**src/rtl/meas_sched_pkg.sv**
```systemverilog
// Shared types and constants for the measurement scheduler.
// Report modes select which word groups the serial controller sends.
package meas_sched_pkg;

    typedef enum logic [2:0] {
        IDLE,
        ARM,
        MEASURE,
        REPORT_REQ,
        REPORT_WAIT,
        HOLD
    } state_t;

    localparam logic [1:0] MODE_NONE = 2'b00;
    localparam logic [1:0] MODE_FREQ = 2'b10;
    localparam logic [1:0] MODE_TIME = 2'b01;
    localparam logic [1:0] MODE_BOTH = 2'b11;

    localparam logic [7:0] TIMEOUT_SAT = 8'hFF;

    function automatic logic mode_valid(input logic [1:0] m);
        return (m == MODE_FREQ) || (m == MODE_TIME) || (m == MODE_BOTH);
    endfunction

    function automatic logic [7:0] sat_inc(input logic [7:0] v);
        return (v == TIMEOUT_SAT) ? v : v + 8'd1;
    endfunction

endpackage

```
**src/rtl/meas_scheduler_ms_ticker.sv**
```systemverilog
// Millisecond prescaler: one-clock tick every TICK_DIV clocks.
// A synchronous clear re-phases the tick to the caller's event.
module ms_ticker #(
    parameter int TICK_DIV = 50000
) (
    input  logic clk,
    input  logic rst_n,
    input  logic clr,
    output logic tick
);

    localparam int CW = (TICK_DIV > 1) ? $clog2(TICK_DIV) : 1;
    localparam logic [CW-1:0] LAST = CW'(TICK_DIV - 1);

    logic [CW-1:0] cnt;

    always_ff @(posedge clk or negedge rst_n) begin
        if (!rst_n) begin
            cnt <= '0;
        end else if (clr || (cnt == LAST)) begin
            cnt <= '0;
        end else begin
            cnt <= cnt + CW'(1);
        end
    end

    assign tick = (cnt == LAST);

endmodule

```
**src/rtl/meas_scheduler.sv**
```systemverilog
// Periodic measure-then-report sequencer with watchdog and overrun flag.
// Period and watchdog timebases are re-phased at every ARM.
module meas_scheduler
    import meas_sched_pkg::*;
#(
    parameter int TICK_DIV   = 50000,
    parameter int PERIOD_MS  = 1000,
    parameter int TIMEOUT_MS = 2000
) (
    input  logic       clk,
    input  logic       rst_n,
    input  logic       enable,
    input  logic [1:0] mode_sel,
    input  logic       clr_ovr,
    output logic       meas_start,
    input  logic       meas_done,
    output logic       rpt_start,
    input  logic       rpt_busy,
    output logic [1:0] rpt_mode,
    output logic       busy,
    output logic       overrun,
    output logic [7:0] timeout_cnt
);

    localparam int PW = $clog2(PERIOD_MS + 1);
    localparam int WW = $clog2(TIMEOUT_MS + 1);
    localparam logic [PW-1:0] PER    = PW'(PERIOD_MS);
    localparam logic [PW-1:0] PER_M1 = PW'(PERIOD_MS - 1);
    localparam logic [WW-1:0] WD_M1  = WW'(TIMEOUT_MS - 1);

    state_t        state;
    logic [PW-1:0] period_cnt;
    logic [WW-1:0] wd_cnt;
    logic          first_hold;
    logic          tick;
    logic          run_ok;
    logic          elapsed;
    logic          period_due;
    logic          wd_expire;
    logic          go_arm;

    ms_ticker #(
        .TICK_DIV(TICK_DIV)
    ) u_ticker (
        .clk  (clk),
        .rst_n(rst_n),
        .clr  (go_arm),
        .tick (tick)
    );

    assign run_ok    = enable && mode_valid(mode_sel);
    assign elapsed   = (period_cnt == PER);
    // Look one tick ahead so ARM lands exactly PERIOD_MS*TICK_DIV clocks apart
    assign period_due = elapsed || (tick && (period_cnt == PER_M1));
    assign wd_expire = tick && (wd_cnt == WD_M1);
    assign go_arm    = run_ok &&
                       ((state == IDLE) || ((state == HOLD) && period_due));

    assign meas_start = (state == ARM);
    assign busy       = (state != IDLE);

    always_ff @(posedge clk or negedge rst_n) begin
        if (!rst_n) begin
            period_cnt <= '0;
            wd_cnt     <= '0;
        end else if (go_arm) begin
            period_cnt <= '0;
            wd_cnt     <= '0;
        end else begin
            if (tick && !elapsed) begin
                period_cnt <= period_cnt + PW'(1);
            end
            if (tick && (state == MEASURE)) begin
                wd_cnt <= wd_cnt + WW'(1);
            end
        end
    end

    always_ff @(posedge clk or negedge rst_n) begin
        if (!rst_n) begin
            state       <= IDLE;
            rpt_start   <= 1'b0;
            rpt_mode    <= MODE_NONE;
            overrun     <= 1'b0;
            timeout_cnt <= '0;
            first_hold  <= 1'b0;
        end else begin
            if (clr_ovr) begin
                overrun <= 1'b0;
            end
            unique case (state)
                IDLE: begin
                    if (go_arm) begin
                        state    <= ARM;
                        rpt_mode <= mode_sel;
                    end
                end
                ARM: begin
                    state <= MEASURE;
                end
                MEASURE: begin
                    if (meas_done) begin
                        state     <= REPORT_REQ;
                        rpt_start <= 1'b1;
                    end else if (wd_expire) begin
                        state       <= HOLD;
                        first_hold  <= 1'b1;
                        timeout_cnt <= sat_inc(timeout_cnt);
                    end
                end
                REPORT_REQ: begin
                    if (rpt_busy) begin
                        state     <= REPORT_WAIT;
                        rpt_start <= 1'b0;
                    end
                end
                REPORT_WAIT: begin
                    if (!rpt_busy) begin
                        state      <= HOLD;
                        first_hold <= 1'b1;
                    end
                end
                HOLD: begin
                    first_hold <= 1'b0;
                    // Set after the clear above, so a coincident overrun wins
                    if (first_hold && elapsed) begin
                        overrun <= 1'b1;
                    end
                    if (!run_ok) begin
                        state <= IDLE;
                    end else if (go_arm) begin
                        state    <= ARM;
                        rpt_mode <= mode_sel;
                    end
                end
                default: begin
                    state <= IDLE;
                end
            endcase
        end
    end

endmodule

```
**config.mk**
```make
export PLATFORM = sky130hd
export DESIGN_NAME = meas_scheduler
export DESIGN_NICKNAME = d
export VERILOG_FILES = /design/src/rtl/meas_sched_pkg.sv /design/src/rtl/meas_scheduler_ms_ticker.sv /design/src/rtl/meas_scheduler.sv
export SDC_FILE = /design/constraint.sdc
export NUM_CORES = 1
export LEC_CHECK = 0
export CAP_MARGIN = 10
export CORE_ASPECT_RATIO = 0.9
export CORE_MARGIN = 5
export CORE_UTILIZATION = 45
export DETAILED_ROUTE_END_ITERATION = 8
export PLACE_DENSITY_LB_ADDON = 0.2
export REMOVE_ABC_BUFFERS = 1
export SETUP_SLACK_MARGIN = 0.3
export SYNTH_ARGS = -nofsm -noshare
export SYNTH_HDL_FRONTEND = slang
export SYNTH_SLANG_ARGS = --single-unit
```
**constraint.sdc**
```tcl
create_clock -name clk -period 3.1 [get_ports clk]
set_clock_uncertainty 0.2 [all_clocks]
set_input_delay 0.62 -clock clk [delete_from_list [all_inputs] [get_ports clk]]
set_output_delay 0.62 -clock clk [all_outputs]
set_load 0.05 [all_outputs]
```
Word-level counts from Yosys, hierarchy flattened
Index checks and enable logic that the tools add are counted.
W data, S select, Z words.
Operators by class
  add/subtract/negate cells: 4
  equal/unequal tests: 20
  multiplexer cells: 25
  bitwise gates (word level): 2
  reductions and logical operators: 26
Operators by type and width (count)
  $mux W11: 2
  $eq A10 B10 Y1 const B: 2
  $mux W10: 2
  $mux W3: 6
  $pmux W3 S6: 1
  $add A16 B1 Y16 const B: 1
  $eq A16 B16 Y1 const B: 1
  $mux W16: 1
  $ne A2 B2 Y1 const B: 6
  $add A11 B1 Y11 const B: 1
  $eq A11 B11 Y1 const B: 1
  $add A10 B1 Y10 const B: 1
  $add A8 B1 Y8 const B: 1
  $eq A8 B8 Y1 const B: 1
  $logic_and A1 B1 Y1: 8
  $mux W1: 8
  $reduce_and A4 Y1: 2
  $reduce_bool A2 Y1: 4
  $eq A3 B2 Y1 const B: 2
  $eq A3 B3 Y1 const B: 2
  $reduce_and A3 Y1: 2
  $reduce_bool A3 Y1: 2
  $logic_or A1 B1 Y1: 5
  $eq A2 B2 Y1 const B: 2
  other kinds (11): 13
Word-level totals
  register bits: 53
  bits of input ports: 8

Longest topological paths before layout
Gate-level depths: netlist (run 1).
  word-level depth: 9
  depth in mapped cells: 9
  gate-level depth less buffers: 7

Cells and area by module
From an unflattened synthesis (run 1), not the netlist that was laid out.
Unflattened totals
  cell total of the unflattened synthesis: 294
  area, all modules: 2869.0 um^2
Modules (own cells, without submodules)
  meas_scheduler: times used 1, cells each 214, area an instance 2077.0 um^2, sequential area each 925.9 um^2
  ms_ticker: times used 1, cells each 80, area an instance 792.0 um^2, sequential area each 400.4 um^2

Worst setup path after synthesis (run 1)
Ideal clock, no wire load.
  path type: flip-flop to output port
  start: register state[2]
  end: output port meas_start
  arrival time: 1.706 ns
  slack: 0.574 ns
  stages on the path, launching flop included: 3
  buffers on the path: 1
  cells stage by stage: dfrtp_1 -> clkbuf_1 -> nor3_1
On the way
  cells in the longest elaborated chain, start to end: 1
Ends and longest elaborated chain
  from (decl): RTL line meas_scheduler.sv:31  | state_t state;
  from (signal assigned): RTL line meas_scheduler.sv:81  | state <= IDLE;
  from (signal assigned): RTL line meas_scheduler.sv:94  | state <= ARM;
  from (signal assigned): RTL line meas_scheduler.sv:99  | state <= MEASURE;
  $eq A3 B1 Y1: RTL line meas_scheduler.sv:59  | assign meas_start = (state == ARM);
  to (decl): RTL line meas_scheduler.sv:15  | output logic meas_start,
No other way between the ends.

Final worst setup path (run 1)
  start: register state[2]
  end: output port busy
On the way
  cells in the longest elaborated chain, start to end: 1
Ends and longest elaborated chain
  $reduce_bool A3 Y1: RTL line meas_scheduler.sv:60  | assign busy = (state != IDLE);
  to (decl): RTL line meas_scheduler.sv:20  | output logic busy,
No other way between the ends.

==> run_results.csv, run 1 <==
group,metric,value,unit
setup_path,crit_fanout,3,
cts,clk_path_buf_depth,2,
setup_path,worstPathRequired,2.28,ns
timing,max_slew_margin,55.2,%
power,peakVddDrop,434,uV
yosys,synth_cells,293,
yosys,synthTopCellsByCount,"53 x dfrtp_1, 51 x nor2_1, 24 x nand2_1",
global_route,busiest_layer,"met1",
timing,tightest_slew,0.673,ns
yosys,synth_compound_area_share,4.83,%
cells_and_area,fillers,560,
setup_path,path_cells,"or3_1, clkdlybuf4s50_1",
setup_path,crit_path_top_delay_cell,"clkdlybuf4s50_1",
timing,setup_viol,0,
cts,htree_levels,2,
yosys,synth_edf_count,0,
timing,fin_setup_tns,0,ns
yosys,synth-seq-cells,53,
yosys,syn_area,2820,sq um
setup_path,worstPathArrival,1.79,ns
setup_path,rrSetupSlack,0.81,ns
setup_path,setup.worst_path.start_class,"register",
global_route,met3_usage,3.37,%
cells_and_area,drive_above_1_share,9.32,%
drt,final_antenna_net_count,0,
die,die_area,7960,sq um
timing,drv_slew,0,
yosys,ys_async_sr_fraction,100,%
cells_and_area,register_area,1330,sq um
timing,period_minus_slack,2.61,ns
setup_path,r2r-start,"u_ticker.cnt[0]",
cells_and_area,multi_input_area,1410,sq um
die,die_y,85.1,um
yosys,synth_fa_ha_area_share,2.22,%
cts,cts_sinks,53,
cts,cts_tree,"built",
setup_path,reg2reg_to,"state[2]",
cells_and_area,syn2layout_area_growth,16.1,%
cts,hold_buffers,0,
drt,dr.pass1.iters,4,
die,coreArea,6110,sq um
die,die_x,93.5,um
power,power_density,588,nW/um^2
drt,wire_per_inst,13.8,um
cts,cts_root_buf,"clkbuf_8",
status,status,"finished clean",
yosys,netlist-cell-type-count,44,
die,fp-row-count,27,
yosys,synth.area.top_cells,"dfrtp_1 47%, xor2_1 7.1%, nor2_1 6.8%, xnor2_1 5.0%, nand2_1 3.2%",
setup_path,end_kind,"primary output",
timing,fmax,383,MHz
drt,route.detailed.drc,0,
cts,path_clk_slew,0.10,ns
die,start_util,46.2,%
yosys,synth-main-ff-cell,"dfrtp_1",
drt,drt-initial-drc-count,90,
setup_path,r2r_cells,7,
setup_path,slowest_delay,0.71,ns
cts,clk_latency,0.31,ns
global_route,grt_start_max_net_pins,54,
yosys,synth_simple_gate_area_share,28.9,%
timing,hold_viol_final,0,
place,dp.cells,401,
global_route,grt_pass1_vias,2046,
cts,post_cts_buffers,0,
cts,cts_buffers,5,
global_route,met2_usage,21.9,%
run,maxCapViolations,0,
yosys,syn_area_per_cell,9.63,sq um
yosys,muxShareOfSynthArea,1.91,%
global_route,grt_overflow,0,
place,portBuffers,21,
cts,ctsResizeCount,0,
place,gp_congestion,0.837,
yosys,synth_top_area_cell,"dfrtp_1",
yosys,yosysMostFrequentCell,"dfrtp_1",
drt,routed_wl,5.62,mm
timing,period_share,84.2,%
drt,vias,2109,
setup_path,crit_type,"reg2out",
global_route,grt_first_pass_wirelength,10.1,mm
hold_path,hp-class,"in2async",
cells_and_area,finalNonFillerCells,409,
place,hpwl,3.93,mm
global_route,antenna_found_initial,0,
cells_and_area,num_antenna_cells,0,
drt,vias_per_cell,5.16,
yosys,synthXorXnorAreaFrac,12.1,%
yosys,yosysWarnings,0,
yosys,yosysTopAreaCellShare,47.0,%
power,leakagePower,1.48,nW
timing,rsz0062_at_grt,"no",
die,ioPinCount,22,
global_route,grt.total_usage,15.8,%
cells_and_area,layout.nets,334,
yosys,synth_top_family_by_area,"simple AND/OR/NAND/NOR gates",
yosys,ys_seq_area_share,47.0,%
global_route,use_met1,23.7,%
-- how the worst max path moves through the flow --
stage | from | endpoint | slack [ns] | cells after the start
2_1_floorplan | state[0] | meas_start | 0.52 | 2
3_3_place_gp | mode_sel[1] | rpt_mode[0] | 0.54 | 6
3_5_place_dp | mode_sel[1] | rpt_mode[0] | 0.47 | 6
4_1_cts | state[2] | busy | 0.47 | 2
5_1_grt | state[0] | meas_start | 0.33 | 3
6_report | state[2] | busy | 0.49 | 2
-- power breakdown --
group | leakage, nW | internal [mW] | switching, mW
clock network | 0.0574 | 0.263 | 0.229
logic | 0.706 | 0.226 | 0.378
registers | 0.719 | 0.769 | 0.0620
total | 1.48 | 1.26 | 0.669
-- kinds of logic after synthesis --
| family | after synthesis |
|---|---|
| and+or+nand+nor | 150 |
| DFF | 53 |
| xor gates and xnor gates | 39 |
| AOI/OAI and AO/OA | 22 |
| buffers and inverters | 19 |
| muxes | 5 |
| adders and majority gates | 5 |
-- stage by stage --
step / hold WS, ns / area (sq um) / utilization (%) / total power, mW / setup slack [ns]
finish: 0.219 / 3280 / 53.6 / 1.93 / 0.489
global route: 0.286 / 3280 / 53.6 / 2.05 / 0.333
CTS: 0.244 / 3280 / 53.6 / 1.95 / 0.467
detailed placement: 0.255 / 3160 / 51.6 / 1.45 / 0.469
global placement: 0.247 / 3160 / 51.6 / 1.45 / 0.540
floorplan: 0.124 / 2770 / - / 1.22 / 0.524
-- flip-flops by register name (all words and copies together), names as in the netlist --
register,count
state,3
period_cnt,10
rpt_start,1
rpt_mode,2
overrun,1
u_ticker.cnt,16
first_hold,1
timeout_cnt,8
wd_cnt,11
-- critical path, delay by kind of cell (launching register included) --
kind,cells,cell delay (ns)
DFF,1,0.41
and+or+nand+nor,1,0.37
buffers and inverters,1,0.71
-- final cells by class --
type | count | share of cell area [%]
clock inverter | 2 | 1.15
clock buffer | 6 | 2.52
timing repair buffer | 31 | 8.55
tap | 87 | 3.32
inverter | 9 | 1.03
multi-input combinational | 221 | 43.0
sequential | 53 | 40.5
-- layout by cell type, fill, tap and decap left out, drive strengths merged, types with 3 or more instances in the layout --
cell,n
ha,5
clkbuf,6
buf,11
nor2,51
o21ai,6
a21oi,9
dfrtp,53
and3,11
nor3,10
mux2,3
xor2,23
xnor2,16
nor4,5
nand3b,3
nand4,14
clkdlybuf4s50,20
inv,9
nand2,24
nand3,16
-- metal layers --
| metal | vias up | share of wire (%) |
|---|---|---|
| met5 | - | 0 |
| met4 | 0 | 2.5 |
| met3 | 12 | 3.3 |
| met2 | 31 | 42 |
| met1 | 1000 | 52 |
| li1 | 1066 | - |
No activity file was read; power rests on OpenSTA's default activity.
==> inputs of run 2 (changes only) <==
==> constraint.sdc (replaced) <==
create_clock -name clk -period 2.4 [get_ports clk]
set_clock_uncertainty 0.2 [all_clocks]
set_input_delay 0.48 -clock clk [delete_from_list [all_inputs] [get_ports clk]]
set_output_delay 0.48 -clock clk [all_outputs]
set_load 0.05 [all_outputs]
==> run 2 against run 1 <==
Net effect:
- hold slack better by 0.049 ns
- combinational power up 71%
- global-route usage up 0.44 points
==> run_results.csv, run 2 (synthesized netlist as in run 1, its figures left out) <==
group,metric,value,unit
global_route,use_met1,22.6,%
cells_and_area,largest-register,"u_ticker.cnt",
cells_and_area,syn2layout_area_growth,34.2,%
drt,route.detailed.drc,0,
timing,tightest_slew,0.505,ns
place,portBuffers,21,
die,die_y,85.1,um
cts,path_clk_slew,0.10,ns
cts,clk_path_buf_depth,2,
drt,routed_wl,6.35,mm
cts,clk_latency,0.30,ns
cells_and_area,fin_util,61.9,%
cells_and_area,register_area,1330,sq um
cts,cts_tree,"built",
global_route,met2_usage,25.8,%
timing,period_minus_slack,2.13,ns
drt,final_antenna_net_count,0,
cells_and_area,final_common_cell,"dfrtp_1",
timing,rsz0062_at_grt,"yes",
timing,max_slew_margin,66.3,%
global_route,met3_usage,3.10,%
setup_path,r2r-start,"period_cnt[4]",
global_route,grt_overflow,0,
global_route,antenna_found_initial,0,
setup_path,path_cells,"nand2b_1, nor3_2, nand2_1, o21ai_4, buf_4, clkbuf_16, nor2_1",
setup_path,crit_fanout,7,
global_route,grt_first_pass_wirelength,10.4,mm
die,fp-row-count,27,
cells_and_area,post-route-cell-area,3790,sq um
drt,dr.pass1.iters,4,
global_route,grt_pass1_vias,2191,
timing,period_share,88.8,%
place,gp_congestion,0.813,
setup_path,cp.depth,7,
cells_and_area,fillers,509,
global_route,grt_start_max_net_pins,34,
timing,whs,0.269,ns
cts,htree_levels,2,
cells_and_area,drive_above_1_share,26.8,%
setup_path,crit_path_top_delay_cell,"dfrtp_1",
timing,drv_slew,0,
cells_and_area,num_antenna_cells,0,
cells_and_area,largest_reg_flops,16,
setup_path,path_buf_inv,2,
setup_path,setup.worst_path.start_class,"register",
die,start_util,46.2,%
hold_path,hp-class,"reg2reg",
setup_path,r2r_cells,7,
global_route,grt.total_usage,16.3,%
drt,vias_per_cell,5.14,
setup_path,cp_top_family,"simple AND/OR/NAND/NOR gates",
timing,fmax,469,MHz
power,leakagePower,1.77,nW
hold_path,holdPathEnd,"u_ticker.cnt[0]",
power,peakVddDrop,545,uV
setup_path,slowest_delay,0.43,ns
timing,setup_viol,0,
die,die_x,93.5,um
global_route,busiest_layer,"met2",
cells_and_area,reg_top3,"u_ticker.cnt (16), wd_cnt (11), period_cnt (10)",
place,place_area,3230,sq um
setup_path,worstPathRequired,2.40,ns
place,hpwl,4.14,mm
cells_and_area,layout_common_cells,"48 x dfrtp_1, 42 x nor2_1, 32 x buf_4, 24 x nand2_1, 23 x xor2_1",
run,maxCapViolations,0,
die,ioPinCount,22,
drt,vias,2272,
hold_path,hold_path.startpoint,"u_ticker.cnt[0]",
die,die_area,7960,sq um
setup_path,end_kind,"register",
hold_path,holdPathStages,1,
drt,wire_per_inst,14.4,um
setup_path,reg2reg_to,"wd_cnt[8]",
cts,cts_root_buf,"clkbuf_8",
status,status,"finished clean",
cells_and_area,layout.nets,367,
cts,cts_sinks,53,
drt,drt-initial-drc-count,88,
setup_path,rrSetupSlack,0.27,ns
setup_path,crit_type,"reg2reg",
setup_path,worstPathArrival,2.13,ns
cells_and_area,multi_input_area,1580,sq um
die,coreArea,6110,sq um
cts,cts_buffers,5,
power,power_density,727,nW/um^2
timing,hold_viol_final,0,
==> run 2: cell types whose count changed in the layout (fill, tap and decap cells not counted), sizes merged <==
cell           previous run  this run
buf                      11        43
dlygate4sd2               0        13
clkdlybuf4s50            20         5
dlygate4sd3               0         1
clkbuf                    6         8
==> run 2: layout make-up <==
cell class	instances	share of cell area (%)
Tap cell	87	2.87
Multi-Input combinational cell	221	41.8
Sequential cell	53	35.2
Inverter	9	0.892
Clock inverter	2	0.991
Timing Repair Buffer	64	16.1
Clock buffer	6	2.18
==> run 2: where the power goes <==
part	total [mW]	internal [mW]	switching (mW)
Combinational	1.03	0.462	0.565
Sequential	1.08	0.995	0.0876
Clock	0.645	0.340	0.305
Total	2.75	1.80	0.958
==> run 2: layer usage <==
metal | routed length, um | vias up
li1 | - | 1129
met1 | 3090 | 1100
met2 | 2990 | 38
met3 | 223 | 5
met4 | 55 | 0
met5 | 0 | -
==> run 2: worst max-delay path by stage <==
stage | startpoint | to | slack, ns
3_5_place_dp | mode_sel[1] | rpt_mode[0] | -0.04
5_1_grt | period_cnt[4] | wd_cnt[5] | 0.16
3_3_place_gp | mode_sel[1] | rpt_mode[0] | 0.05
4_1_cts | state[0] | meas_start | 0.17
6_report | period_cnt[4] | wd_cnt[8] | 0.27
2_1_floorplan | u_ticker.cnt[0] | rpt_mode[0] | -0.16
==> run 2: through the flow <==
stage               TNS, ns  instances  setup slack, ns  power (mW)
floorplan            -0.347        283           -0.156        1.57
global placement          0        406           0.0534        1.87
detailed placement   -0.308        406          -0.0371        1.88
CTS                       0        422            0.173        2.56
global route              0        442            0.157        2.91
finish                    0        442            0.268        2.75
==> run 2: repair_timing <==
item,in CTS,in global routing
pin swaps,3,14
resized for setup,26,39
setup buffers,7,19
endpoints found under the hold margin,20,0
hold buffers,1,0
cloned,0,1
setup endpoints to repair,45,50
==> inputs of run 3 (changes only) <==
--- a/config.mk
+++ b/config.mk
@@ -7,10 +7,11 @@
 export LEC_CHECK = 0
 export CAP_MARGIN = 10
 export CORE_ASPECT_RATIO = 0.9
-export CORE_MARGIN = 5
+export CORE_MARGIN = 3
 export CORE_UTILIZATION = 45
 export DETAILED_ROUTE_END_ITERATION = 8
 export PLACE_DENSITY_LB_ADDON = 0.2
+export RECOVER_POWER = 25
 export REMOVE_ABC_BUFFERS = 1
 export SETUP_SLACK_MARGIN = 0.3
 export SYNTH_ARGS = -nofsm -noshare
==> run 3 against run 2 <==
Net effect:
- global-route usage is 1.7 points higher
- critical path type unchanged
- setup slack worse by 0.026 ns
- critical path depth is 1 lower
==> run_results.csv, run 3 (synthesized netlist as in run 1, its figures left out) <==
group,metric,value,unit
setup_path,path_cells,"or3b_4, nor4_4, buf_4, nand4_4, nand2b_4, xnor2_2",
timing,rsz0062_at_grt,"yes",
cts,cts_sinks,53,
power,power_density,711,nW/um^2
cells_and_area,register_area,1330,sq um
drt,met3WireLength,129,um
die,fp-row-count,26,
timing,tightest_slew,0.585,ns
setup_path,worstPathRequired,2.40,ns
place,dp_slack,-0.0685,ns
setup_path,rrSetupSlack,0.24,ns
drt,final_antenna_net_count,0,
setup_path,end_kind,"register",
timing,setup_viol,0,
global_route,grt_pass1_vias,2128,
cells_and_area,layout.nets,361,
cts,path_clk_slew,0.10,ns
die,ioPinCount,22,
cells_and_area,reg_top3,"u_ticker.cnt (16), wd_cnt (11), period_cnt (10)",
drt,vias,2248,
setup_path,r2r-start,"wd_cnt[5]",
hold_path,hold_path.startpoint,"u_ticker.cnt[0]",
die,start_util,47.9,%
drt,wl_met1,3.04,mm
cells_and_area,num_antenna_cells,0,
setup_path,reg2reg_to,"timeout_cnt[3]",
drt,drt-initial-drc-count,138,
drt,routed_wl,6.11,mm
timing,drv_slew,0,
status,status,"finished clean",
cts,cts_tree,"built",
timing,period_minus_slack,2.16,ns
global_route,grt.total_usage,18.0,%
cells_and_area,largest_reg_flops,16,
cts,cts_buffers,5,
power,leakagePower,1.72,nW
cts,cts_root_buf,"clkbuf_8",
timing,max_slew_margin,61.0,%
setup_path,crit_fanout,7,
timing,setup_slack,0.242,ns
drt,vias_per_cell,5.19,
setup_path,r2r_cells,6,
hold_path,holdPathEnd,"u_ticker.cnt[0]",
die,coreArea,5890,sq um
hold_path,holdPathStages,1,
timing,whs,0.276,ns
die,die_area,7260,sq um
cts,clk_latency,0.31,ns
cells_and_area,largest-register,"u_ticker.cnt",
cells_and_area,fillers,495,
place,gp_congestion,0.800,
global_route,antenna_found_initial,0,
die,die_y,81.1,um
drt,route.met2.wl,2.88,mm
place,portBuffers,21,
setup_path,worstPathArrival,2.16,ns
global_route,grt_start_max_net_pins,31,
cells_and_area,final_common_cell,"nor2_1",
die,die_x,89.5,um
timing,hold_viol_final,0,
cts,htree_levels,2,
drt,wire_per_inst,14.1,um
setup_path,crit_type,"reg2reg",
drt,top_layer,"met4",
place,hpwl,4.06,mm
timing,period_share,89.9,%
global_route,grt_first_pass_wirelength,10.2,mm
cells_and_area,syn2layout_area_growth,28.3,%
power,peakVddDrop,431,uV
drt,route.detailed.drc,0,
drt,dr.pass1.iters,4,
timing,fmax,463,MHz
setup_path,setup.worst_path.start_class,"register",
run,maxCapViolations,0,
setup_path,crit_path_top_delay_cell,"or3b_4",
cts,clk_path_buf_depth,2,
hold_path,hp-class,"reg2reg",
cells_and_area,multi_input_area,1540,sq um
setup_path,slowest_delay,0.44,ns
cells_and_area,layout_common_cells,"51 x nor2_1, 47 x dfrtp_1, 29 x buf_4, 24 x nand2_1, 23 x xor2_1",
global_route,grt_overflow,0,
cells_and_area,drive_above_1_share,23.2,%
run 3: cell types whose count changed in the layout (fill, tap and decap cells not counted), moves of 2 or more:
cell,delta
buf_12,-3
buf_4,-3
clkinvlp_4,+2
nor2_1,+9
nor2_2,-4
nor2_4,-5
run 3: worst max path at each step:
stage	endpoint	startpoint	cells after the start
floorplan	rpt_mode[0]	u_ticker.cnt[0]	6
global placement	rpt_mode[1]	mode_sel[1]	6
detailed placement	rpt_mode[1]	mode_sel[1]	6
CTS	meas_start	state[0]	4
global route	timeout_cnt[3]	wd_cnt[5]	6
finish	timeout_cnt[3]	wd_cnt[5]	6
run 3: what timing repair did:
action	in CTS	in global routing
setup buffers	2	20
endpoints found under the setup margin	46	50
hold buffers	1	0
pin swaps	0	7
hold endpoints to repair	23	0
gates resized for setup	24	27
run 3: metrics by stage:
stage | cell area, sq um | total power [mW] | TNS (ns) | util [%] | cells
finish | 3620 | 2.57 | 0 | 61.5 | 433
CTS | 3350 | 2.42 | 0 | 56.9 | 413
detailed placement | 3200 | 1.88 | -0.500 | 54.4 | 402
floorplan | 2770 | 1.57 | -0.347 | - | 283
global route | 3620 | 2.74 | 0 | 61.5 | 433
global placement | 3200 | 1.86 | 0 | 54.4 | 402
run 3: layer usage:
metal  GRT usage, %  vias to the layer above
li1               -                     1114
met1           25.9                     1104
met2           27.4                       23
met3           4.26                        7
met4           4.46                        0
met5              0                        -
run 3: critical path, delay by kind of cell (launching register included):
kind | cells | cell delay (ns)
and+or+nand+nor | 4 | 1.11
DFF | 1 | 0.43
buffers and inverters | 1 | 0.18
xor gates and xnor gates | 1 | 0.12
run 3: cell type report:
cell class	instances	share of cell area, %
clock buffers	5	1.90
well taps	84	2.90
inverters	9	0.933
flip-flops and latches	53	36.8
repair buffers	58	14.4
clock inverters	3	0.622
multi-input cells	221	42.4
run 3: report_power, final:
group          leakage (nW)  total (mW)  internal, mW  switching, mW
sequential            0.710        1.09         0.997         0.0928
combinational         0.973       0.978         0.438          0.540
clock                0.0364       0.507         0.205          0.302
total                  1.72        2.57          1.64          0.935
